**config.mk**
```make
export PLATFORM = sky130hd
export DESIGN_NAME = move_cmd_scheduler
export DESIGN_NICKNAME = d
export VERILOG_FILES = /design/src/rtl/move_cmd_scheduler.sv
export SDC_FILE = /design/constraint.sdc
export NUM_CORES = 1
export LEC_CHECK = 0
export CORE_MARGIN = 2
export CORE_UTILIZATION = 30
export DETAILED_ROUTE_END_ITERATION = 12
export PLACE_DENSITY = 0.47
export SLEW_MARGIN = 25
export SYNTH_ARGS = -nofsm -noshare
export SYNTH_HDL_FRONTEND = slang
export SYNTH_SLANG_ARGS = --single-unit
```
**constraint.sdc**
```tcl
create_clock -name clk -period 4.49 [get_ports clk]
set_clock_uncertainty 0.05 [all_clocks]
set_input_delay 0.6735 -clock clk [delete_from_list [all_inputs] [get_ports clk]]
set_output_delay 0.6735 -clock clk [all_outputs]
set_load 0.01 [all_outputs]
```
**src/rtl/move_cmd_scheduler.sv**
```systemverilog
// Block-move command scheduler.
// Key pulses are latched as pending directions. One pending direction is
// granted per frame tick, in round-robin order. The block position is
// updated in step with the frame, and it is clamped to the active area.
module move_cmd_scheduler #(
  parameter int H_ACT  = 800,
  parameter int V_ACT  = 600,
  parameter int BLK_W  = 40,
  parameter int BLK_H  = 40,
  parameter int STEP   = 8,
  parameter int X_INIT = 380,
  parameter int Y_INIT = 280
) (
  input  logic       clk,
  input  logic       rst_n,
  input  logic       key_flag1,
  input  logic       key_flag2,
  input  logic       key_flag3,
  input  logic       key_flag4,
  input  logic       frame_sync,
  output logic [9:0] block_x,
  output logic [9:0] block_y,
  output logic       move_valid,
  output logic [1:0] move_dir,
  output logic       at_edge,
  output logic       busy,
  output logic [3:0] pending
);

  localparam logic [10:0] STEP11 = 11'(STEP);
  localparam logic [10:0] X_LIM  = 11'(H_ACT - BLK_W);
  localparam logic [10:0] Y_LIM  = 11'(V_ACT - BLK_H);

  typedef enum logic [1:0] {IDLE, ARB, APPLY} state_t;

  state_t      state;
  logic [1:0]  rr_ptr;
  logic [1:0]  g;
  logic        fs_meta, fs_sync, fs_prev, frame_tick;
  logic [3:0]  keys;
  logic [1:0]  grant;
  logic        found;
  logic [1:0]  idx;
  logic [3:0]  clr_mask;
  logic [10:0] x_ext, y_ext, nx, ny;
  logic        clamp;

  assign keys  = {key_flag4, key_flag3, key_flag2, key_flag1};
  assign busy  = (state != IDLE);
  assign x_ext = {1'b0, block_x};
  assign y_ext = {1'b0, block_y};

  // Two-flop synchroniser for frame_sync, followed by a registered rising-edge pulse.
  always_ff @(posedge clk) begin
    if (!rst_n) begin
      fs_meta    <= 1'b0;
      fs_sync    <= 1'b0;
      fs_prev    <= 1'b0;
      frame_tick <= 1'b0;
    end else begin
      fs_meta    <= frame_sync;
      fs_sync    <= fs_meta;
      fs_prev    <= fs_sync;
      frame_tick <= fs_sync & ~fs_prev;
    end
  end

  // Round-robin pick: the first pending bit found when scanning up from rr_ptr.
  always_comb begin
    grant = rr_ptr;
    found = 1'b0;
    idx   = 2'd0;
    for (int i = 0; i < 4; i++) begin
      idx = rr_ptr + 2'(i);
      if (!found && pending[idx]) begin
        grant = idx;
        found = 1'b1;
      end
    end
  end

  // Compute the clamped next position for the latched grant.
  // clamp marks that the edge branch was taken.
  always_comb begin
    nx    = x_ext;
    ny    = y_ext;
    clamp = 1'b0;
    case (g)
      2'd0: if (y_ext < STEP11) begin ny = 11'd0; clamp = 1'b1; end
            else ny = y_ext - STEP11;
      2'd1: if (y_ext + STEP11 > Y_LIM) begin ny = Y_LIM; clamp = 1'b1; end
            else ny = y_ext + STEP11;
      2'd2: if (x_ext < STEP11) begin nx = 11'd0; clamp = 1'b1; end
            else nx = x_ext - STEP11;
      default: if (x_ext + STEP11 > X_LIM) begin nx = X_LIM; clamp = 1'b1; end
            else nx = x_ext + STEP11;
    endcase
  end

  // The serviced bit is cleared only in APPLY.
  // A key pulse in the same cycle overrides the clear.
  always_comb begin
    clr_mask = 4'b0000;
    if (state == APPLY) clr_mask[g] = 1'b1;
  end

  // Pending latch, control FSM and registered position outputs.
  always_ff @(posedge clk) begin
    if (!rst_n) begin
      state      <= IDLE;
      pending    <= 4'b0000;
      rr_ptr     <= 2'd0;
      g          <= 2'd0;
      block_x    <= 10'(X_INIT);
      block_y    <= 10'(Y_INIT);
      move_valid <= 1'b0;
      move_dir   <= 2'd0;
      at_edge    <= 1'b0;
    end else begin
      pending    <= (pending & ~clr_mask) | keys;
      move_valid <= 1'b0;
      case (state)
        IDLE:  if (frame_tick && pending != 4'b0000) state <= ARB;
        ARB: begin
          g     <= grant;
          state <= APPLY;
        end
        APPLY: begin
          block_x    <= nx[9:0];
          block_y    <= ny[9:0];
          move_valid <= 1'b1;
          move_dir   <= g;
          at_edge    <= clamp;
          rr_ptr     <= g + 2'd1;
          state      <= IDLE;
        end
        default: state <= IDLE;
      endcase
    end
  end

endmodule

```
## Yosys cells after proc, flatten, opt, wreduce, memory -nomap -nowiden

Index checks and enable logic that the tools add are counted.

| word-level totals | value |
|---|---|
| bits of input ports | 7 |
| bits in registers | 38 |
| output and inout bits | 29 |
| logic and storage cells | 89 |

| operators by class | value |
|---|---|
| $add $sub $neg | 8 |
| mux-type cells | 31 |
| bitwise logic cells | 6 |
| reductions and logical operators | 16 |
| equality and inequality tests | 5 |
| magnitude comparators | 10 |

Operators by type and width:

| operator | count |
|---|---|
| 10-bit 2-to-1 mux | 4 |
| 10-bit one-hot mux with 2 select lines | 2 |
| 10-bit by 4-bit adder with 11-bit output, second input constant | 2 |
| 11-bit by 10-bit > comparator with 1-bit output, second input constant | 2 |
| 10-bit by 4-bit < comparator with 1-bit output, second input constant | 2 |
| 10-bit by 4-bit subtractor with 10-bit output, second input constant | 2 |
| 2-bit by 3-bit < comparator with 1-bit output, second input constant | 5 |
| 1-bit 2-to-1 mux | 13 |
| 1-bit binary-select mux with 2-bit select | 4 |
| 2-bit 2-to-1 mux | 4 |
| 1-bit logical AND | 5 |
| 2-bit by 1-bit adder with 2-bit output, second input constant | 2 |
| 2-bit adder, second input constant | 2 |
| 4-bit AND | 1 |
| 2-bit by 1-bit == test with 1-bit output, second input constant | 2 |
| 2-bit == test, second input constant | 2 |
| 2-bit zero test | 2 |
| 4-bit 2-to-1 mux | 1 |
| 4-bit inverter | 1 |
| 4-bit bitwise OR | 1 |
| 2-bit one-hot mux with 2 select lines | 1 |
| 2-bit AND reduction | 2 |
| 2-bit nonzero test | 2 |
| 4-bit nonzero test | 1 |
| other kinds (8) | 11 |

## Longest topological paths before layout

Gate-level depths: netlist (run 1).

| logic depth | value |
|---|---|
| word-level depth | 12 |
| depth in mapped cells | 9 |
| gate-level depth less buffers | 8 |

## Least setup slack after synthesis (run 1)

OpenSTA, ideal clock, no wires.

| timing | value |
|---|---|
| path type | flip-flop to flip-flop |
| start | register block_x[3] |
| end | register block_x[3] |
| period minus slack after synthesis | 2,206 ps |
| arrival | 2,017 ps |
| buffers on the path | 1 |
| slack | 2,284 ps |
| setup time | 139 ps |
| required time | 4,301 ps |
| stages on the path, launching flop included | 10 |
| cell sequence | dfxtp_1 -> buf_2 -> inv_1 -> ha_1 -> or3b_1 -> nand3_1 -> o221ai_1 -> and2_1 -> o221ai_1 -> o211ai_1 |

| on the way | value |
|---|---|
| word-level cells in the longest chain between the ends | 4 |
| elaborated cells between the ends (all ways) | 7 |
| those cells by class | add/sub: 2; order compare: 2; mux: 3 |

RTL lines:

| what | RTL line | source |
|---|---|---|
| from (decl) | 21 | `output logic [9:0] block_x,` |
| from (signal assigned) | 114 | `block_x <= 10'(X_INIT);` |
| from (signal assigned) | 129 | `block_x <= nx[9:0];` |
| 10-bit by 4-bit adder with 11-bit output | 96 | `else nx = x_ext + STEP11;` |
| 11-bit by 10-bit > comparator with 1-bit output | 95 | `default: if (x_ext + STEP11 > X_LIM) begin nx = X_LIM; clamp = 1'b1; end` |
| 10-bit 2-to-1 mux | 95 |  |
| 10-bit one-hot mux with 2 select lines (*) | 88 | `case (g)` |

Mark *: on every way between the ends. The rest lies on a longest branch, timed or not.
A chain may end at the register's enable or synchronous reset.

## Worst setup path in the final report (run 1)

| timing | value |
|---|---|
| start | register block_x[3] |
| end | register block_x[5] |

The elaborated chain is that of the path after synthesis.

==> impl_metrics.py, run 1 <==
metrics = {
    "critical_path": {
        "timing.critical_path.from_type": "flip-flop",
        "worst_ep_required_ns": 4.57,
        "timing.setup.critical_path_class": "flip-flop to flip-flop",
        "worst_ep_arrival_ns": 2.63,
        "endpoint_kind": "flip-flop",
        "timing.reg2reg.setup_slack_ns": 1.95,
        "worstPathMaxFanout": 14,
    },
    "sta": {
        "fmax_ghz": 0.393,
        "grt_setup_unrepaired": "false",
        "timing.slew.headroom_pct": 46.6,
        "finalSetupTns_ns": 0,
        "period_minus_slack_ns": 2.54,
        "setup_viol_count_final": 0,
        "final_hold_viol_count": 0,
        "min_period_over_period_pct": 56.7,
        "tightestPinTransition_ns": 0.800,
        "timing.final.max_slew_violations": 0,
    },
    "grt": {
        "largest_net_degree_at_the_start_of_global_routing": 19,
        "antenna_found_initial": 0,
        "track_usage_pct": 14.3,
        "grt_overflow_total": 0,
        "wire_length_of_the_first_global_routing_pass_um": 9750,
        "grt_pass1_vias": 1971,
    },
    "placed_design": {
        "io_buffers": 30,
        "placed_cell_area_um2": 2560,
        "gp_congestion": 0.757,
        "dp.final_hpwl_um": 4110,
    },
    "layout": {
        "post_route_cells_drive_above_1_share_pct": 6.27,
        "finalNetCount": 335,
        "area.growth.synth_to_final_pct": 17.9,
        "num_antenna_cells": 0,
        "post-route-cell-area_um2": 2650,
        "number_of_fill_cells": 791,
    },
    "yosys": {
        "netlist_area_um2": 2250,
        "number_of_distinct_library_cell_variants_in_the_gate_level_netlist_after_synthesis": 61,
        "postSynthCellCount": 300,
        "yosys.area.top_type_share_pct": 29.4,
        "ys.flop_type": "dfxtp_1",
        "number_of_enable_flip_flop_cells_after_synthesis": 0,
        "post-synth-top-area-cell": "dfxtp_1",
        "synth_seq_area_share_pct": 29.4,
        "synth.top_cells.by_area": "dfxtp_1, a21oi_1, ha_1",
        "asyncSetResetFlopFracSynth_pct": 0,
        "yosys_reg_bits": 33,
        "postSynthAreaPerCell_um2": 7.49,
        "ys_warn_count": 0,
    },
    "clock_network": {
        "tritoncts": "done",
        "cts_repair_resize_count": 0,
        "numCtsBuffers": 5,
        "post_cts.repair.setup_buffers": 0,
        "cts.htree.levels": 2,
        "clock_pin_transition_on_the_worst_setup_and_hold_timing_paths_ns": 0.07,
        "cts_max_path_buffers": 2,
        "clock_insertion_delay_worst_skew_ns": 0.28,
        "cts_root_buffer": "clkbuf_8",
        "clock-sinks": 33,
        "cts_hold_buf": 0,
    },
    "outcome": {
        "status": "complete, no violations",
    },
    "floorplan": {
        "fp.dieArea_um2": 8190,
        "io-pin-count": 36,
        "core_um2": 7250,
        "fp.dieH_um": 90.5,
        "floorplan.die.width_um": 90.5,
        "initial_utilization_pct": 31.0,
        "fp-row-count": 31,
    },
    "drt": {
        "detailedRoute.firstPassIterationCount": 4,
        "post-route-drc-count": 0,
        "via_per_inst": 5.17,
        "ant_nets": 0,
        "avgRoutedWirePerCell_um": 14.1,
        "drt_first_iter_violations": 92,
        "drt-total-wl_um": 5890,
        "detailroute.via_count": 2159,
    },
    "pwr": {
        "peakVddDrop_v": 0.000123,
        "power_density_nw_per_um2": 209,
        "leakagePower_nw": 0.963,
    },
    "hold_path": {
        "min_path_type": "flip-flop to flip-flop",
    },
    "run": {
        "maxCapViolCount": 0,
    },
}
-- cells by family (layout without fill, tap and decap cells) --
group | after synthesis | in the layout | share of synthesized area, %
muxes | 3 | 3 | 1.45
AOI/OAI and AO/OA | 97 | 97 | 27.9
and+or+nand+nor | 115 | 115 | 26.4
DFF | 33 | 33 | 29.4
other | 1 | 5 | 0.167
adders and majority gates | 10 | 10 | 5.57
xor gates and xnor gates | 2 | 2 | 1.11
buffers and inverters | 39 | 54 | 8.02
-- path summary, 6_finish.rpt --
kind,startpoint,endpoint,depth (start not counted)
worst max-delay path,block_x[3],block_x[5],8
worst min-delay path,fs_prev,frame_tick,1
worst max register to register,block_x[3],block_x[5],8
worst min register to register,fs_prev,frame_tick,1
-- synthesized netlist by cell type, types with 7 or more instances --
cell type / n
buf_4: 7
dfxtp_1: 33
ha_1: 10
nor3_1: 11
o21ai_0: 19
nor2_1: 27
nand2_1: 29
nand3_1: 11
inv_1: 16
a21oi_1: 30
clkbuf_1: 10
o21ai_1: 8
and2_1: 7
-- flip-flops by register name, summed over array words and instances, names as in the netlist --
register / cells
fs_prev: 1
fs_meta: 1
frame_tick: 1
g: 2
at_edge: 1
move_valid: 1
move_dir: 2
state: 2
pending: 4
rr_ptr: 2
fs_sync: 1
block_x: 8
block_y: 7
-- power by group --
group / total, mW / switching (mW) / leakage, nW / internal [mW]
clock: 0.215 / 0.107 / 0.0450 / 0.107
sequential: 0.304 / 0.00656 / 0.268 / 0.297
combinational: 0.0360 / 0.0184 / 0.650 / 0.0177
total: 0.554 / 0.132 / 0.963 / 0.422
-- per-layer routing --
layer  part of all wire, %  track usage (%)  up-vias
met4                  0.31             3.08        0
met5                     0                0        -
met1                    50             19.0      997
met3                   3.2             2.75        2
met2                    46             23.9       47
li1                      -                -     1113
-- worst max-delay path, cell delays in order, from the launching register on --
cell and delay [ns]:
dfxtp_1 0.60, inv_1 0.20, ha_1 0.36, or3b_1 0.41
nand3_1 0.11, o221ai_1 0.11, and2_1 0.24, nor3_1 0.22
o21ai_1 0.09
-- stage by stage --
stage	total power [mW]	instances	worst slack (ns)	hold slack, ns	utilization [%]
floorplan	0.333	304	2.28	0.317	-
global placement	0.347	410	1.91	0.332	35.4
detailed placement	0.347	410	1.86	0.330	35.4
CTS	0.565	418	1.93	0.356	36.5
global route	0.586	418	1.71	0.372	36.5
finish	0.554	418	1.95	0.357	36.5
-- placed cells by master, fill, tap and decap left out, drive strengths merged, types with 3 or more instances in the layout --
cell           count
nor2              27
ha                10
a31oi              5
a21oi             30
conb               5
or4                3
nor2b              6
clkbuf             6
nand3             12
a211oi             3
o21ai             28
and2               8
o221ai             4
dfxtp             33
or2                3
nor3              12
nand2             29
clkdlybuf4s50     30
nor4               3
inv               16
o211ai             5
o31ai              3
-- cell type report --
cell class | instances | area (µm²) | area share, %
multi-input combinational | 232 | 1420 | 53.6
sequential | 33 | 661 | 25.0
timing repair buffer | 30 | 300 | 11.3
tap | 99 | 124 | 4.68
clock buffer | 6 | 72.6 | 2.74
inverter | 16 | 60.1 | 2.27
clock inverter | 2 | 10.0 | 0.378
(Power assumes the default switching activity.)
==> run 2, diff against run 1 <==
==> constraint.sdc (replaced) <==
create_clock -name clk -period 2.4 [get_ports clk]
set_clock_uncertainty 0.05 [all_clocks]
set_input_delay 0.36 -clock clk [delete_from_list [all_inputs] [get_ports clk]]
set_output_delay 0.36 -clock clk [all_outputs]
set_load 0.01 [all_outputs]
==> impl_metrics.py, run 2 (same netlist as run 1, synthesis figures left out) <==
metrics = {
    "drt": {
        "drt_first_iter_violations": 126,
        "post-route-drc-count": 0,
        "drt-total-wl_um": 6020,
        "detailedRoute.firstPassIterationCount": 4,
        "ant_nets": 0,
        "via_per_inst": 5.10,
        "avgRoutedWirePerCell_um": 13.8,
        "detailroute.via_count": 2217,
    },
    "sta": {
        "timing.slew.headroom_pct": 57.4,
        "timing.final.max_slew_violations": 0,
        "final_hold_viol_count": 0,
        "min_period_over_period_pct": 91.5,
        "finalSetupTns_ns": 0,
        "grt_setup_unrepaired": "false",
        "setup_viol_count_final": 0,
        "tightestPinTransition_ns": 0.635,
        "fmax_ghz": 0.455,
        "period_minus_slack_ns": 2.20,
    },
    "clock_network": {
        "cts_max_path_buffers": 2,
        "cts.htree.levels": 2,
        "clock_insertion_delay_worst_skew_ns": 0.29,
        "cts_hold_buf": 0,
        "clock-sinks": 33,
        "tritoncts": "done",
        "numCtsBuffers": 5,
        "cts_root_buffer": "clkbuf_8",
        "clock_pin_transition_on_the_worst_setup_and_hold_timing_paths_ns": 0.07,
    },
    "layout": {
        "largest_register_ffs": 8,
        "area.growth.synth_to_final_pct": 24.8,
        "most_frequent_cells_in_the_layout": "dfxtp_1, a21oi_1, clkdlybuf4s50_1",
        "registers.top_by_ff_count": "block_x",
        "utilization_pct": 38.6,
        "post_route_cells_drive_above_1_share_pct": 11.3,
        "num_antenna_cells": 0,
        "final_common_cell": "dfxtp_1",
        "top_regs": "block_x: 8 flops, block_y: 7 flops, pending: 4 flops",
        "finalNetCount": 352,
        "number_of_fill_cells": 794,
    },
    "floorplan": {
        "io-pin-count": 36,
        "fp.dieArea_um2": 8190,
        "initial_utilization_pct": 31.0,
        "floorplan.die.width_um": 90.5,
        "core_um2": 7250,
        "fp-row-count": 31,
        "fp.dieH_um": 90.5,
    },
    "grt": {
        "antenna_found_initial": 0,
        "largest_net_degree_at_the_start_of_global_routing": 14,
        "grt_pass1_vias": 2133,
        "grt_overflow_total": 0,
        "track_usage_pct": 15.2,
        "wire_length_of_the_first_global_routing_pass_um": 10300,
    },
    "critical_path": {
        "critical_path_cell_by_cell": "inv_1 > ha_1 > mux2_1 > nand2_1 > a22oi_1 > o31ai_4 > or2_1 > a221o_1",
        "critical_path.slowest_cell": "dfxtp_1",
        "timing.reg2reg.setup_slack_ns": 0.20,
        "max_stage_delay_ns": 0.44,
        "timing.setup.critical_path_class": "flip-flop to flip-flop",
        "timing.critical_path.from_type": "flip-flop",
        "worst_ep_arrival_ns": 2.32,
        "r2r_cells": 8,
        "worst_ep_required_ns": 2.52,
        "worstPathMaxFanout": 7,
        "endpoint_kind": "flip-flop",
    },
    "placed_design": {
        "io_buffers": 30,
        "dp.final_hpwl_um": 4390,
        "gp_congestion": 0.785,
    },
    "outcome": {
        "status": "complete, no violations",
    },
    "hold_path": {
        "min_path_type": "flip-flop to flip-flop",
        "worstHoldPathCells": 1,
    },
    "pwr": {
        "power_density_nw_per_um2": 396,
        "leakagePower_nw": 1.06,
        "peakVddDrop_v": 0.000252,
    },
    "run": {
        "maxCapViolCount": 0,
    },
}
==> run 2: changes by cell type in the layout (fill, tap and decap cells not counted) <==
cell / change
buf_4: +17
clkinv_2: -1
o31ai_2: -1
clkbuf_8: +2
clkbuf_1: -1
o31ai_4: +1
==> run 2: metrics by stage <==
step | total power [mW] | hold WS, ns | worst slack (ns) | instance area [µm²] | instances
finish | 1.11 | 0.335 | 0.203 | 2800 | 435
detailed placement | 0.653 | 0.327 | 0.173 | 2690 | 427
CTS | 1.13 | 0.337 | 0.162 | 2790 | 435
global route | 1.16 | 0.373 | 0.0183 | 2800 | 435
floorplan | 0.622 | 0.317 | 0.194 | 2260 | 304
global placement | 0.652 | 0.325 | 0.172 | 2690 | 427
==> run 2: worst max-delay path, delay by kind of cell, from the launching register on <==
| kind | cells | cell delay [ns] |
|---|---|---|
| compound gates | 3 | 0.75 |
| simple gates | 2 | 0.29 |
| flops | 1 | 0.44 |
| buf+inv | 1 | 0.09 |
| mux | 1 | 0.14 |
| fa+ha+maj | 1 | 0.33 |
==> run 2: area by class of cell <==
| class | instances | area (µm²) | area share (%) |
|---|---|---|---|
| flip-flops and latches | 33 | 661 | 23.6 |
| repair buffers | 47 | 428 | 15.3 |
| multi-input cells | 232 | 1430 | 51.0 |
| clock buffers | 7 | 96.3 | 3.44 |
| well taps | 99 | 124 | 4.42 |
| clock inverters | 1 | 5.00 | 0.179 |
| inverters | 16 | 60.1 | 2.14 |
==> run 2: what timing repair did <==
action,4_1_cts,5_1_grt
gates resized for setup,0,1
setup buffers,0,0
endpoints found under the setup margin,0,4
endpoints found under the hold margin,0,0
==> run 2: final timing paths <==
kind,from,end
setup / recovery,block_y[3],block_y[3]
hold / removal,fs_prev,frame_tick
setup reg to reg,block_y[3],block_y[3]
hold reg to reg,fs_prev,frame_tick
==> run 2: layer usage <==
layer | vias up | track usage, % | routed length [µm]
met2 | 47 | 24.4 | 2820
met5 | - | 0 | 0
met3 | 4 | 2.50 | 207
li1 | 1143 | - | -
met4 | 0 | 5.38 | 54
met1 | 1023 | 20.4 | 2940
==> run 2: power breakdown <==
part / leakage [nW] / switching, mW / total (mW) / internal [mW]
combinational: 0.733 / 0.0361 / 0.0724 / 0.0363
sequential: 0.268 / 0.0106 / 0.567 / 0.556
clock: 0.0542 / 0.212 / 0.472 / 0.259
total: 1.06 / 0.259 / 1.11 / 0.852
